**config.mk**
```make
export PLATFORM = sky130hd
export DESIGN_NAME = spi_master_param_flat
export DESIGN_NICKNAME = d
export VERILOG_FILES = /design/src/rtl/spi_master_param_if.sv /design/src/rtl/spi_master_param.sv /design/src/flat_wrapper.sv
export SDC_FILE = /design/constraint.sdc
export NUM_CORES = 1
export LEC_CHECK = 0
export ABC_AREA = 1
export CAP_MARGIN = 20
export CORE_MARGIN = 2
export CORE_UTILIZATION = 40
export CTS_BUF_LIST = sky130_fd_sc_hd__clkbuf_16
export DETAILED_ROUTE_END_ITERATION = 8
export GPL_ROUTABILITY_DRIVEN = 0
export HOLD_SLACK_MARGIN = 0.03
export PLACE_DENSITY = 0.68
export SLEW_MARGIN = 20
export SYNTH_ARGS = -nofsm -noshare
export SYNTH_HDL_FRONTEND = slang
export SYNTH_SLANG_ARGS = --single-unit
```
**constraint.sdc**
```tcl
create_clock -name clock_in -period 1.4 [get_ports clock_in]
set_input_delay 0.21 -clock clock_in [delete_from_list [all_inputs] [get_ports clock_in]]
set_output_delay 0.21 -clock clock_in [all_outputs]
set_load 0.005 [all_outputs]
```
**src/rtl/spi_master_param_if.sv**
```systemverilog
// Word-side handshake bundle for spi_master_param.
//   master modport: on-chip client (drives tx_data/tx_valid, observes the rest)
//   slave modport : the SPI engine (accepts words, returns received words)
// Signals:
//   tx_data  WIDTH  word to transmit, captured on accept
//   tx_valid 1      client requests a transfer
//   tx_ready 1      engine idle and able to accept
//   rx_data  WIDTH  last received word, held until the next completion
//   rx_valid 1      one-cycle pulse when rx_data updates
//   busy     1      transfer in progress (accept until tx_ready returns)
interface spi_master_param_if #(
  parameter int WIDTH = 8
);
  logic [WIDTH-1:0] tx_data;
  logic             tx_valid;
  logic             tx_ready;
  logic [WIDTH-1:0] rx_data;
  logic             rx_valid;
  logic             busy;

  modport master (
    output tx_data, tx_valid,
    input  tx_ready, rx_data, rx_valid, busy
  );

  modport slave (
    input  tx_data, tx_valid,
    output tx_ready, rx_data, rx_valid, busy
  );
endinterface

```
**src/rtl/spi_master_param.sv**
```systemverilog
// Parametrised full-duplex SPI master: WIDTH-bit words, sclk half-period of
// CLK_DIV clock_in cycles, any CPOL/CPHA mode, MSB- or LSB-first.
// Ports:
//   clock_in  system clock (posedge)
//   rs_n      asynchronous active-low reset
//   bus       word handshake (spi_master_param_if, slave modport)
//   sclk/mosi/cs_n  SPI pin outputs, miso SPI pin input
//   led       toggles on every completed transfer
//   loopback  present only with SPI_LOOPBACK_EN defined: samples internal
//             mosi instead of miso while pins keep being driven
//
// state   | meaning
// --------+--------------------------------------------------------------
// IDLE    | tx_ready high, waiting for accept
// SETUP   | cs_n low, first bit presented (CPHA=0), CLK_DIV cycles
// SHIFT   | 2*WIDTH sclk edges, one every CLK_DIV cycles
// HOLD    | sclk back at idle level for CLK_DIV cycles, then completion
// GAP     | cs_n high for CLK_DIV cycles of minimum deselect time
module spi_master_param #(
  parameter int WIDTH     = 8,
  parameter int CLK_DIV   = 2,
  parameter bit CPOL      = 1'b0,
  parameter bit CPHA      = 1'b0,
  parameter bit MSB_FIRST = 1'b1
) (
  input  logic             clock_in,
  input  logic             rs_n,
  spi_master_param_if.slave bus,
  output logic             sclk,
  output logic             mosi,
  input  logic             miso,
  output logic             cs_n,
  output logic             led
`ifdef SPI_LOOPBACK_EN
  ,
  input  logic             loopback
`endif
);

  localparam int DIV_W  = $clog2(CLK_DIV + 1);
  localparam int EDGE_W = $clog2(2 * WIDTH + 1);
  localparam logic [DIV_W-1:0]  DIV_LAST    = DIV_W'(CLK_DIV - 1);
  localparam logic [EDGE_W-1:0] EDGE_PENULT = EDGE_W'(2 * WIDTH - 1);

  typedef enum logic [2:0] {
    ST_IDLE,
    ST_SETUP,
    ST_SHIFT,
    ST_HOLD,
    ST_GAP
  } state_t;

  state_t            state, state_next;
  logic [DIV_W-1:0]  div_cnt;
  logic [EDGE_W-1:0] edge_cnt;
  logic [WIDTH-1:0]  tx_sh, rx_sh;
  logic              started;
  logic              accept, div_tc, sclk_edge, edge_lead, last_edge;
  logic              sample_now, sample_bit;

  function automatic logic head(input logic [WIDTH-1:0] v);
    return MSB_FIRST ? v[WIDTH-1] : v[0];
  endfunction

  function automatic logic [WIDTH-1:0] shift_out(input logic [WIDTH-1:0] v);
    return MSB_FIRST ? {v[WIDTH-2:0], 1'b0} : {1'b0, v[WIDTH-1:1]};
  endfunction

  function automatic logic [WIDTH-1:0] shift_in(input logic [WIDTH-1:0] v, input logic b);
    return MSB_FIRST ? {v[WIDTH-2:0], b} : {b, v[WIDTH-1:1]};
  endfunction

  // tx_ready stays low until the first clock after reset release
  assign bus.tx_ready = started & (state == ST_IDLE);
  assign bus.busy     = (state != ST_IDLE);
  assign accept       = bus.tx_valid & bus.tx_ready;
  assign div_tc       = (div_cnt == DIV_LAST);
  // edge_cnt holds edges already made, so an even count means the next is leading
  assign edge_lead    = ~edge_cnt[0];
  assign last_edge    = (edge_cnt == EDGE_PENULT);
  assign sample_now   = sclk_edge & (edge_lead != CPHA);

`ifdef SPI_LOOPBACK_EN
  assign sample_bit = loopback ? mosi : miso;
`else
  assign sample_bit = miso;
`endif

  always_ff @(posedge clock_in or negedge rs_n) begin
    if (!rs_n) state <= ST_IDLE;
    else       state <= state_next;
  end

  always_comb begin
    state_next = state;
    sclk_edge  = 1'b0;
    case (state)
      ST_IDLE:  if (accept) state_next = ST_SETUP;
      ST_SETUP: if (div_tc) begin
                  state_next = ST_SHIFT;
                  sclk_edge  = 1'b1;
                end
      ST_SHIFT: if (div_tc) begin
                  sclk_edge = 1'b1;
                  if (last_edge) state_next = ST_HOLD;
                end
      ST_HOLD:  if (div_tc) state_next = ST_GAP;
      ST_GAP:   if (div_tc) state_next = ST_IDLE;
      default:  state_next = ST_IDLE;
    endcase
  end

  // Divider restarts at every state change and every sclk edge; edge counter
  // only clears while idle, so neither runs freely.
  always_ff @(posedge clock_in or negedge rs_n) begin
    if (!rs_n) begin
      div_cnt  <= '0;
      edge_cnt <= '0;
    end else begin
      if (state == ST_IDLE || state_next != state || div_tc) div_cnt <= '0;
      else                                                    div_cnt <= div_cnt + DIV_W'(1);
      if (state == ST_IDLE) edge_cnt <= '0;
      else if (sclk_edge)   edge_cnt <= edge_cnt + EDGE_W'(1);
    end
  end

  always_ff @(posedge clock_in or negedge rs_n) begin
    if (!rs_n) begin
      sclk         <= CPOL;
      mosi         <= 1'b0;
      cs_n         <= 1'b1;
      tx_sh        <= '0;
      rx_sh        <= '0;
      bus.rx_data  <= '0;
      bus.rx_valid <= 1'b0;
      led          <= 1'b0;
      started      <= 1'b0;
    end else begin
      started      <= 1'b1;
      bus.rx_valid <= 1'b0;
      if (accept) begin
        tx_sh <= bus.tx_data;
        rx_sh <= '0;
        cs_n  <= 1'b0;
        if (!CPHA) mosi <= head(bus.tx_data);
      end
      if (sclk_edge) begin
        sclk <= ~sclk;
        if (sample_now) begin
          rx_sh <= shift_in(rx_sh, sample_bit);
        end else if (CPHA) begin
          mosi  <= head(tx_sh);
          tx_sh <= shift_out(tx_sh);
        end else if (!last_edge) begin
          // CPHA=0: first bit was presented at accept, so advance before driving
          mosi  <= head(shift_out(tx_sh));
          tx_sh <= shift_out(tx_sh);
        end
      end
      if (state == ST_HOLD && div_tc) begin
        cs_n         <= 1'b1;
        bus.rx_data  <= rx_sh;
        bus.rx_valid <= 1'b1;
        led          <= ~led;
      end
    end
  end

endmodule

```
**src/flat_wrapper.sv**
```systemverilog
// flat-port wrapper written by rule: the top's interface ports become plain ports
module spi_master_param_flat 
#(
  parameter int WIDTH     = 8,
  parameter int CLK_DIV   = 2,
  parameter bit CPOL      = 1'b0,
  parameter bit CPHA      = 1'b0,
  parameter bit MSB_FIRST = 1'b1
)
  (clock_in, rs_n, sclk, mosi, miso, cs_n, led, bus_tx_data, bus_tx_valid, bus_tx_ready, bus_rx_data, bus_rx_valid, bus_busy);
  spi_master_param_if #(.WIDTH(WIDTH)) bus_i ();
  input  logic clock_in;
  input  logic rs_n;
  output logic sclk;
  output logic mosi;
  input  logic miso;
  output logic cs_n;
  output logic led;
  input wire logic [$bits(bus_i.tx_data)-1:0] bus_tx_data;
  input wire logic [$bits(bus_i.tx_valid)-1:0] bus_tx_valid;
  output wire logic [$bits(bus_i.tx_ready)-1:0] bus_tx_ready;
  output wire logic [$bits(bus_i.rx_data)-1:0] bus_rx_data;
  output wire logic [$bits(bus_i.rx_valid)-1:0] bus_rx_valid;
  output wire logic [$bits(bus_i.busy)-1:0] bus_busy;
  assign bus_i.tx_data = bus_tx_data;
  assign bus_i.tx_valid = bus_tx_valid;
  assign bus_tx_ready = bus_i.tx_ready;
  assign bus_rx_data = bus_i.rx_data;
  assign bus_rx_valid = bus_i.rx_valid;
  assign bus_busy = bus_i.busy;
  spi_master_param #(.WIDTH(WIDTH), .CLK_DIV(CLK_DIV), .CPOL(CPOL), .CPHA(CPHA), .MSB_FIRST(MSB_FIRST)) u_core (.clock_in(clock_in), .rs_n(rs_n), .bus(bus_i), .sclk(sclk), .mosi(mosi), .miso(miso), .cs_n(cs_n), .led(led));
endmodule
```
# [Word level (Yosys, flattened, before mapping)]
# Cells that the tools add are included.
[totals] ff_bits=40 latchBits=0 ram_bits=0 rom_bits=0 input_bits=12 out_inout_bits=15 elab_cells=61 mem_count=0
[op_classes] add_sub_neg=2 multipliers=0 div=0 magnitude_cmp=0 eq_ne=7 shifts=0 n_mux=26 n_bitwise=6 n_reduce_logical=8
[ops] op="$mux 8" count=7
[ops] op="$mux 3" count=6
[ops] op="$pmux 3 s5" count=1
[ops] op="$mux 5" count=2
[ops] op="$mux 1" count=9
[ops] op="$eq 3x2->1 const B" count=2
[ops] op="$add 5x1->5 const B" count=1
[ops] op="$eq 5x4->1 const B" count=1
[ops] op="$reduce_bool 2->1" count=2
[ops] op="$and 1x1->1" count=3
[ops] op="$eq 3x1->1 const B" count=1
[ops] op="$eq 3x3->1 const B" count=1
[ops] op="$logic_not 3->1" count=1
[ops] op="$ne 3x3->1" count=1
[ops] op="$not 1->1" count=3
[ops] op="$reduce_bool 3->1" count=1
[ops] op="$add 2x1->2 const B" count=1
[ops] op="$eq 2x1->1 const B" count=1
[ops] op="$logic_or 1x1->1" count=2
[ops] op="$mux 2" count=1
[ops] op="$reduce_or 2->1" count=1
[ops] op="$logic_and 1x1->1" count=1

# [Depth between registers and ports, before layout]
# Gate-level depths: netlist (run 1).
[depth] depth_word=9 mapped_depth=9 depth_no_buf=9

# [Worst setup path after synthesis (run 1)]
# OpenSTA, ideal clock, no wires.
[synth_path] path_kind="flip-flop to flip-flop" from="register u_core.edge_cnt[0]" to="register u_core.mosi" setup_time_ns=0.118 t_arrival_ns=1.343 t_required_ns=1.282 path_slack_ns=-0.061 path_stages_with_launch=9 path_buffers=0 synth_period_minus_slack_ns=1.461 cell_sequence="dfrtp_1 -> ha_1 -> nand2_1 -> nor2_1 -> ha_1 -> nor2_1 -> nand3_4 -> nand3_1 -> nand2_1"
[synth_via] elab_chain_len=4 word_cells_on_any_way=6 cone_classes="eq/ne: 1; mux: 3; bitwise: 2"
[synth_lines] item="start: declaration" line="spi_master_param.sv:55" text="logic [EDGE_W-1:0] edge_cnt;"
[synth_lines] item="start signal: assignment" line="spi_master_param.sv:123" text="else if (sclk_edge) edge_cnt <= edge_cnt + EDGE_W'(1);"
[synth_lines] item="$eq 5x4->1 / $not 1->1 (equally long branches)" line="spi_master_param.sv:80, spi_master_param.sv:79"
[synth_lines] item="$mux 1 / $and 1x1->1 (equally long branches)" line="spi_master_param.sv:154, spi_master_param.sv:81"
[synth_lines] item="$mux 1 *" line="spi_master_param.sv:149" text="if (sample_now) begin"
[synth_lines] item="$mux 1 *" line="spi_master_param.sv:147" text="if (sclk_edge) begin"
[synth_lines] item="end signal: assignment" line="spi_master_param.sv:145" text="if (!CPHA) mosi <= head(bus.tx_data);"
[synth_lines] item="end signal: assignment" line="spi_master_param.sv:152" text="mosi <= head(tx_sh);"
[synth_lines] item="end signal: assignment" line="spi_master_param.sv:156" text="mosi <= head(shift_out(tx_sh));"
[synth_lines] item="end: declaration" line="spi_master_param.sv:30" text="output logic mosi,"
# Mark *: on every way between the ends. The rest lies on a longest branch, timed or not.
# A chain may end at the register's enable or synchronous reset.

# [Worst setup path in the final report (run 1)]
[layout_path] from="register u_core.edge_cnt[1]" to="register u_core.tx_sh[2]"
[layout_via] elab_chain_len=4
[layout_lines] item="$eq 5x4->1" line="spi_master_param.sv:80" text="assign last_edge = (edge_cnt == EDGE_PENULT);"
[layout_lines] item="$mux 8" line="spi_master_param.sv:154" text="end else if (!last_edge) begin"
[layout_lines] item="$mux 8" line="spi_master_param.sv:149"
[layout_lines] item="$mux 8" line="spi_master_param.sv:147"
[layout_lines] item="end signal: assignment" line="spi_master_param.sv:142" text="tx_sh <= bus.tx_data;"
[layout_lines] item="end signal: assignment" line="spi_master_param.sv:153" text="tx_sh <= shift_out(tx_sh);"
[layout_lines] item="end signal: assignment" line="spi_master_param.sv:157" text="tx_sh <= shift_out(tx_sh);"
[layout_lines] item="end: declaration" line="spi_master_param.sv:56" text="logic [WIDTH-1:0] tx_sh, rx_sh;"
# Every way passes these cells.

==> results.yml, run 1 <==
global_routing:
  grt_max_degree: 25
  track_usage_pct: 17.0
  grt_overflow: 0
  antenna_found_initial: 0
  grt_pass1_vias: 1545
  grt_pass1_wl_mm: 6.82
sta:
  fin_crit_sh_pct: 100
  finalSetupViolations: 4
  drv_slew: 0
  skew_ps: 3.73
  finalWorstPathRequiredPeriod_ps: 1410
  finalWorstSetupSlack_ps: -6.87
  hold_violations: 0
  rsz0062_at_grt: "true"
  max_freq_mhz: 711
power_and_ir_drop:
  ir_worst_vdd_v: 0.000921
  p_leak_nw: 1.34
  power_density_nw_per_um2: 1990
floorplanning:
  rows: 24
  initial_core_util_pct: 41.7
  dieHeight_um: 71.4
  fp.dieArea_um2: 5090
  die-width_um: 71.4
  core-area_um2: 4350
  ioPinCount: 27
clock_tree:
  h-tree-depth: 2
  clockBufferDepth: 2
  cts_sinks: 39
  cts-buffers-inserted: 5
  clock_latency_ps: 280
  cts_tree: "yes"
  cts-root-buf: "clkbuf_16"
  path_clk_slew_ps: 60
worst_setup_path:
  worstPathMaxFanout: 8
  cp-start-kind: "flop"
  endpoint_kind: "flop"
  r2r-start: "u_core.edge_cnt[1]"
  r2r_cells: 9
  critPathArrivalTime_ps: 1630
  crit_required_ps: 1620
  crit_type: "flop to flop"
  crit_start: "u_core.edge_cnt[1]"
final_layout:
  fin_cells: 319
  multi_input_area_um2: 756
  drive_gt1_share_pct: 24.7
  nNetsFinal: 281
  register_area_um2: 977
  nFillCells: 373
  antennaDiodeCount: 0
  areaGrowthSynthToFinish_pct: 42.9
run:
  cap_violations: 0
placed_design:
  dp_cells: 301
  pre_cts_ws_ps: -43.5
  dp_hpwl_mm: 2.57
  io_buffer_count: 26
drt:
  via_count: 1491
  drc: 0
  vias_per_cell: 4.67
  wl_per_cell_um: 12.1
  first_pass_iters: 4
  routed_wl_mm: 3.86
  drtAntennaViolNets: 0
  drtIter0Drc: 72
logic_synthesis:
  synth_warnings: 0
  netlist_area_um2: 1820
  synth-edff-count: 0
  yosysTopAreaCellShare_pct: 52.4
  synth_nets: 225
  yosys-top-cells-count: "nand2_1, dfrtp_1, nand3_1"
  yosys_register_bits: 39
  yosysSeqAreaShare_pct: 53.8
  synth_cells: 210
  synth.most_common_cell: "nand2_1"
  synthFlopType: "dfrtp_1"
  synth_cell_types: 27
  yosysTopAreaCell: "dfrtp_1"
  async_flop_share_pct: 100
  syn_area_per_cell_um2: 8.65
  synthTopCellsByArea: "dfrtp_1, nand2_1, nand3_1, inv_1, ha_1"
status:
  violations: "setup timing"
  outcome: "finished with violations"
worst_hold_path:
  hold_class: "input pin to async pin"
-- cell usage in the layout, fill, tap and decap left out, types with 4 or more instances in the layout --
master	n
buf_4	17
buf_6	4
clkbuf_16	7
clkdlybuf4s50_1	22
dfrtp_1	38
inv_1	22
nand2_1	77
nand2_2	10
nand3_1	24
nor2_1	4
-- sequential cells by signal, indices dropped and copies added (netlist names) --
| signal | flops |
|---|---|
| u_core.bus.rx_data | 8 |
| u_core.edge_cnt | 5 |
| u_core.rx_sh | 8 |
| u_core.mosi | 1 |
| u_core.state | 3 |
| u_core.sclk | 1 |
| u_core.started | 1 |
| u_core.tx_sh | 7 |
| u_core.div_cnt | 2 |
| u_core.cs_n | 1 |
| u_core.bus.rx_valid | 1 |
| u_core.led | 1 |
-- cell type report --
type	instances	share of cell area, %
multi-input cells	141	29.1
clock inverters	3	1.69
well taps	52	2.51
clock buffers	5	4.82
inverters	27	4.29
flip-flops and latches	39	37.7
repair buffers	52	19.9
-- routing by layer --
layer | vias up | global-route usage (%) | part of all wire (%)
li1 | 759 | - | -
met1 | 698 | 21.9 | 44
met2 | 28 | 27.5 | 49
met3 | 6 | 5.34 | 5.7
met4 | 0 | 5.66 | 1.3
met5 | - | 0 | 0
-- worst max-delay path, stage by stage (launching register included) --
cell and delay, ps:
dfrtp_1 380, ha_2 200, nand2_2 70, nor2_2 30, ha_2 190, nor2_4 90, nand3_4 140, inv_6 130
nand2_1 50, nand2_1 60
-- timing repair --
action / 4_1_cts / 5_1_grt
setup buffers: 6 / 3
gates resized for setup: 13 / 17
pin swaps: 7 / 12
endpoints found under the hold margin: 14 / 0
endpoints found under the setup margin: 11 / 20
cloned: 2 / 1
hold buffers: 1 / 0
-- worst paths after layout --
| path | slack [ps] | end |
|---|---|---|
| max in group asynchronous | 570 | u_core.div_cnt[0] |
| hold reg to reg | 440 | u_core.div_cnt[0] |
| setup / recovery | -7 | u_core.tx_sh[2] |
| min in group clock_in | 440 | u_core.div_cnt[0] |
| hold / removal | 380 | u_core.sclk |
| setup reg to reg | -7 | u_core.tx_sh[2] |
-- cells by family after synthesis --
family          count (synthesis)  share of synthesized area (%)
buf+inv                        30                           7.17
flops                          39                           53.8
other cells                     1                          0.207
simple gates                  129                           33.6
xor+xnor                        4                           1.93
fa+ha+maj                       3                           2.07
compound gates                  4                           1.24
-- metrics by stage --
step	TNS (ps)	instance area [µm²]	utilization (%)	power [mW]	hold slack, ps
6_report	-20.5	2590	59.6	5.17	380
5_1_grt	-1030	2590	59.6	5.57	424
3_3_place_gp	-114	2260	52.0	3.64	156
3_5_place_dp	-243	2260	52.0	3.67	157
2_1_floorplan	0	1820	-	2.78	-85.6
4_1_cts	-108	2540	58.4	5.16	395
-- where the power goes --
| group | total, mW | internal, mW | leakage [nW] | switching (mW) |
|---|---|---|---|---|
| clock network | 1.28 | 0.839 | 0.0838 | 0.438 |
| logic | 2.09 | 1.08 | 0.772 | 1.01 |
| registers | 1.80 | 1.54 | 0.488 | 0.260 |
Note: power is estimated with default switching activity, not from simulation.
==> run 2, diff against run 1 <==
- REMOVE_ABC_BUFFERS: not set -> 1
==> results.yml, run 2 (synthesis gave the netlist of run 1 again) <==
sta:
  skew_ps: 4.31
  finalSetupViolations: 9
  drv_slew: 0
  finalWorstPathRequiredPeriod_ps: 1450
  hold_ws_ps: 428
  hold_violations: 0
  fin_setup_tns_ps: -300
  fin_crit_sh_pct: 103
  rsz0062_at_grt: "true"
  finalWorstSetupSlack_ps: -45.6
  max_freq_mhz: 692
floorplanning:
  fp.dieArea_um2: 5090
  die-width_um: 71.4
  core-area_um2: 4350
  rows: 24
  ioPinCount: 27
  dieHeight_um: 71.4
  initial_core_util_pct: 41.7
drt:
  routed_wl_mm: 4.00
  drc: 0
  wl_per_cell_um: 12.7
  via_count: 1491
  drtIter0Drc: 101
  drtAntennaViolNets: 0
  first_pass_iters: 4
  vias_per_cell: 4.72
power_and_ir_drop:
  power_density_nw_per_um2: 1990
  p_leak_nw: 1.29
  ir_worst_vdd_v: 0.000911
global_routing:
  track_usage_pct: 17.0
  grt_max_degree: 40
  grt_overflow: 0
  grt_pass1_vias: 1528
  grt_pass1_wl_mm: 6.77
  antenna_found_initial: 0
worst_setup_path:
  crit_required_ps: 1620
  crit_type: "flop to flop"
  worstPathMaxFanout: 8
  endpoint_kind: "flop"
  r2r_slack_ps: -50
  critPathArrivalTime_ps: 1670
  cp-start-kind: "flop"
final_layout:
  nNetsFinal: 278
  final_common_cell: "nand2_1"
  antennaDiodeCount: 0
  areaGrowthSynthToFinish_pct: 38.5
  drive_gt1_share_pct: 23.1
  top_regs: "u_core.bus.rx_data: 8 flops, u_core.rx_sh: 8 flops, u_core.tx_sh: 7 flops"
  final_cell_mix: "nand2_1, dfrtp_1, nand3_1"
clock_tree:
  clockBufferDepth: 2
  path_clk_slew_ps: 60
  cts_sinks: 39
  clock_latency_ps: 280
  cts-buffers-inserted: 5
  cts_tree: "yes"
  cts-root-buf: "clkbuf_16"
  h-tree-depth: 2
placed_design:
  io_buffer_count: 26
  dp_hpwl_mm: 2.44
  pre_cts_ws_ps: -116
status:
  violations: "setup timing"
  outcome: "finished with violations"
run:
  cap_violations: 0
worst_hold_path:
  hold_class: "input pin to async pin"
==> run 2: repair_timing <==
action | 4_1_cts | 5_1_grt
cloned | 0 | 1
pin swaps | 3 | 8
setup buffers | 4 | 3
hold buffers | 1 | 0
hold endpoints to repair | 38 | 0
endpoints found under the setup margin | 11 | 23
gates resized for setup | 10 | 20
==> run 2: metrics by stage <==
stage | cell area (µm²) | power, mW | util [%] | cells
after floorplan | 1790 | 2.76 | - | 207
after global placement | 2230 | 3.59 | 51.3 | 299
after detailed placement | 2230 | 3.64 | 51.3 | 299
after CTS | 2420 | 4.84 | 55.7 | 312
after global routing | 2510 | 5.35 | 57.8 | 316
final | 2510 | 4.99 | 57.8 | 316
==> run 2: worst paths after layout <==
| path | start | to | depth (start not counted) |
|---|---|---|---|
| worst max-delay path | u_core.edge_cnt[0] | u_core.tx_sh[2] | 9 |
| worst max register to register | u_core.edge_cnt[0] | u_core.tx_sh[2] | 9 |
| worst min-delay path | rs_n | u_core.sclk | 3 |
| max in group asynchronous | rs_n | u_core.cs_n | 3 |
| min in group clock_in | u_core.div_cnt[0] | u_core.div_cnt[0] | 1 |
| worst min register to register | u_core.div_cnt[0] | u_core.div_cnt[0] | 1 |
==> run 2: critical path: stages (launching register included) <==
cell and delay [ps]:
dfrtp_1 380, ha_2 190, nand2_1 70, nor2_1 40, ha_2 190, nor2_4 110, nand3_4 150, inv_6 130
nand2_2 60, nand2_1 60
==> run 2: report_power, final <==
part | switching (mW) | internal, mW
logic | 1.06 | 1.04
clock network | 0.442 | 0.650
registers | 0.253 | 1.54
==> run 2: layout make-up <==
cell class	count	area [µm²]
Timing Repair Buffer	48	449
Sequential cell	39	977
Fill cell	384	1840
Clock buffer	5	125
Multi-Input combinational cell	142	771
Clock inverter	3	16.3
Tap cell	52	65.1
Inverter	27	111
==> run 2: per-layer routing <==
layer	vias to the layer above	share of wire, %	track usage, %
met5	-	0	0
met4	0	2.0	7.55
met3	7	4.4	3.52
met2	37	48	27.8
met1	689	46	21.9
li1	758	-	-
==> run 3, diff against run 2 <==
- GPL_ROUTABILITY_DRIVEN: 0 -> not set
==> results of run 3 <==
No change in the layout: final DEF, timing and power equal those of run 2.
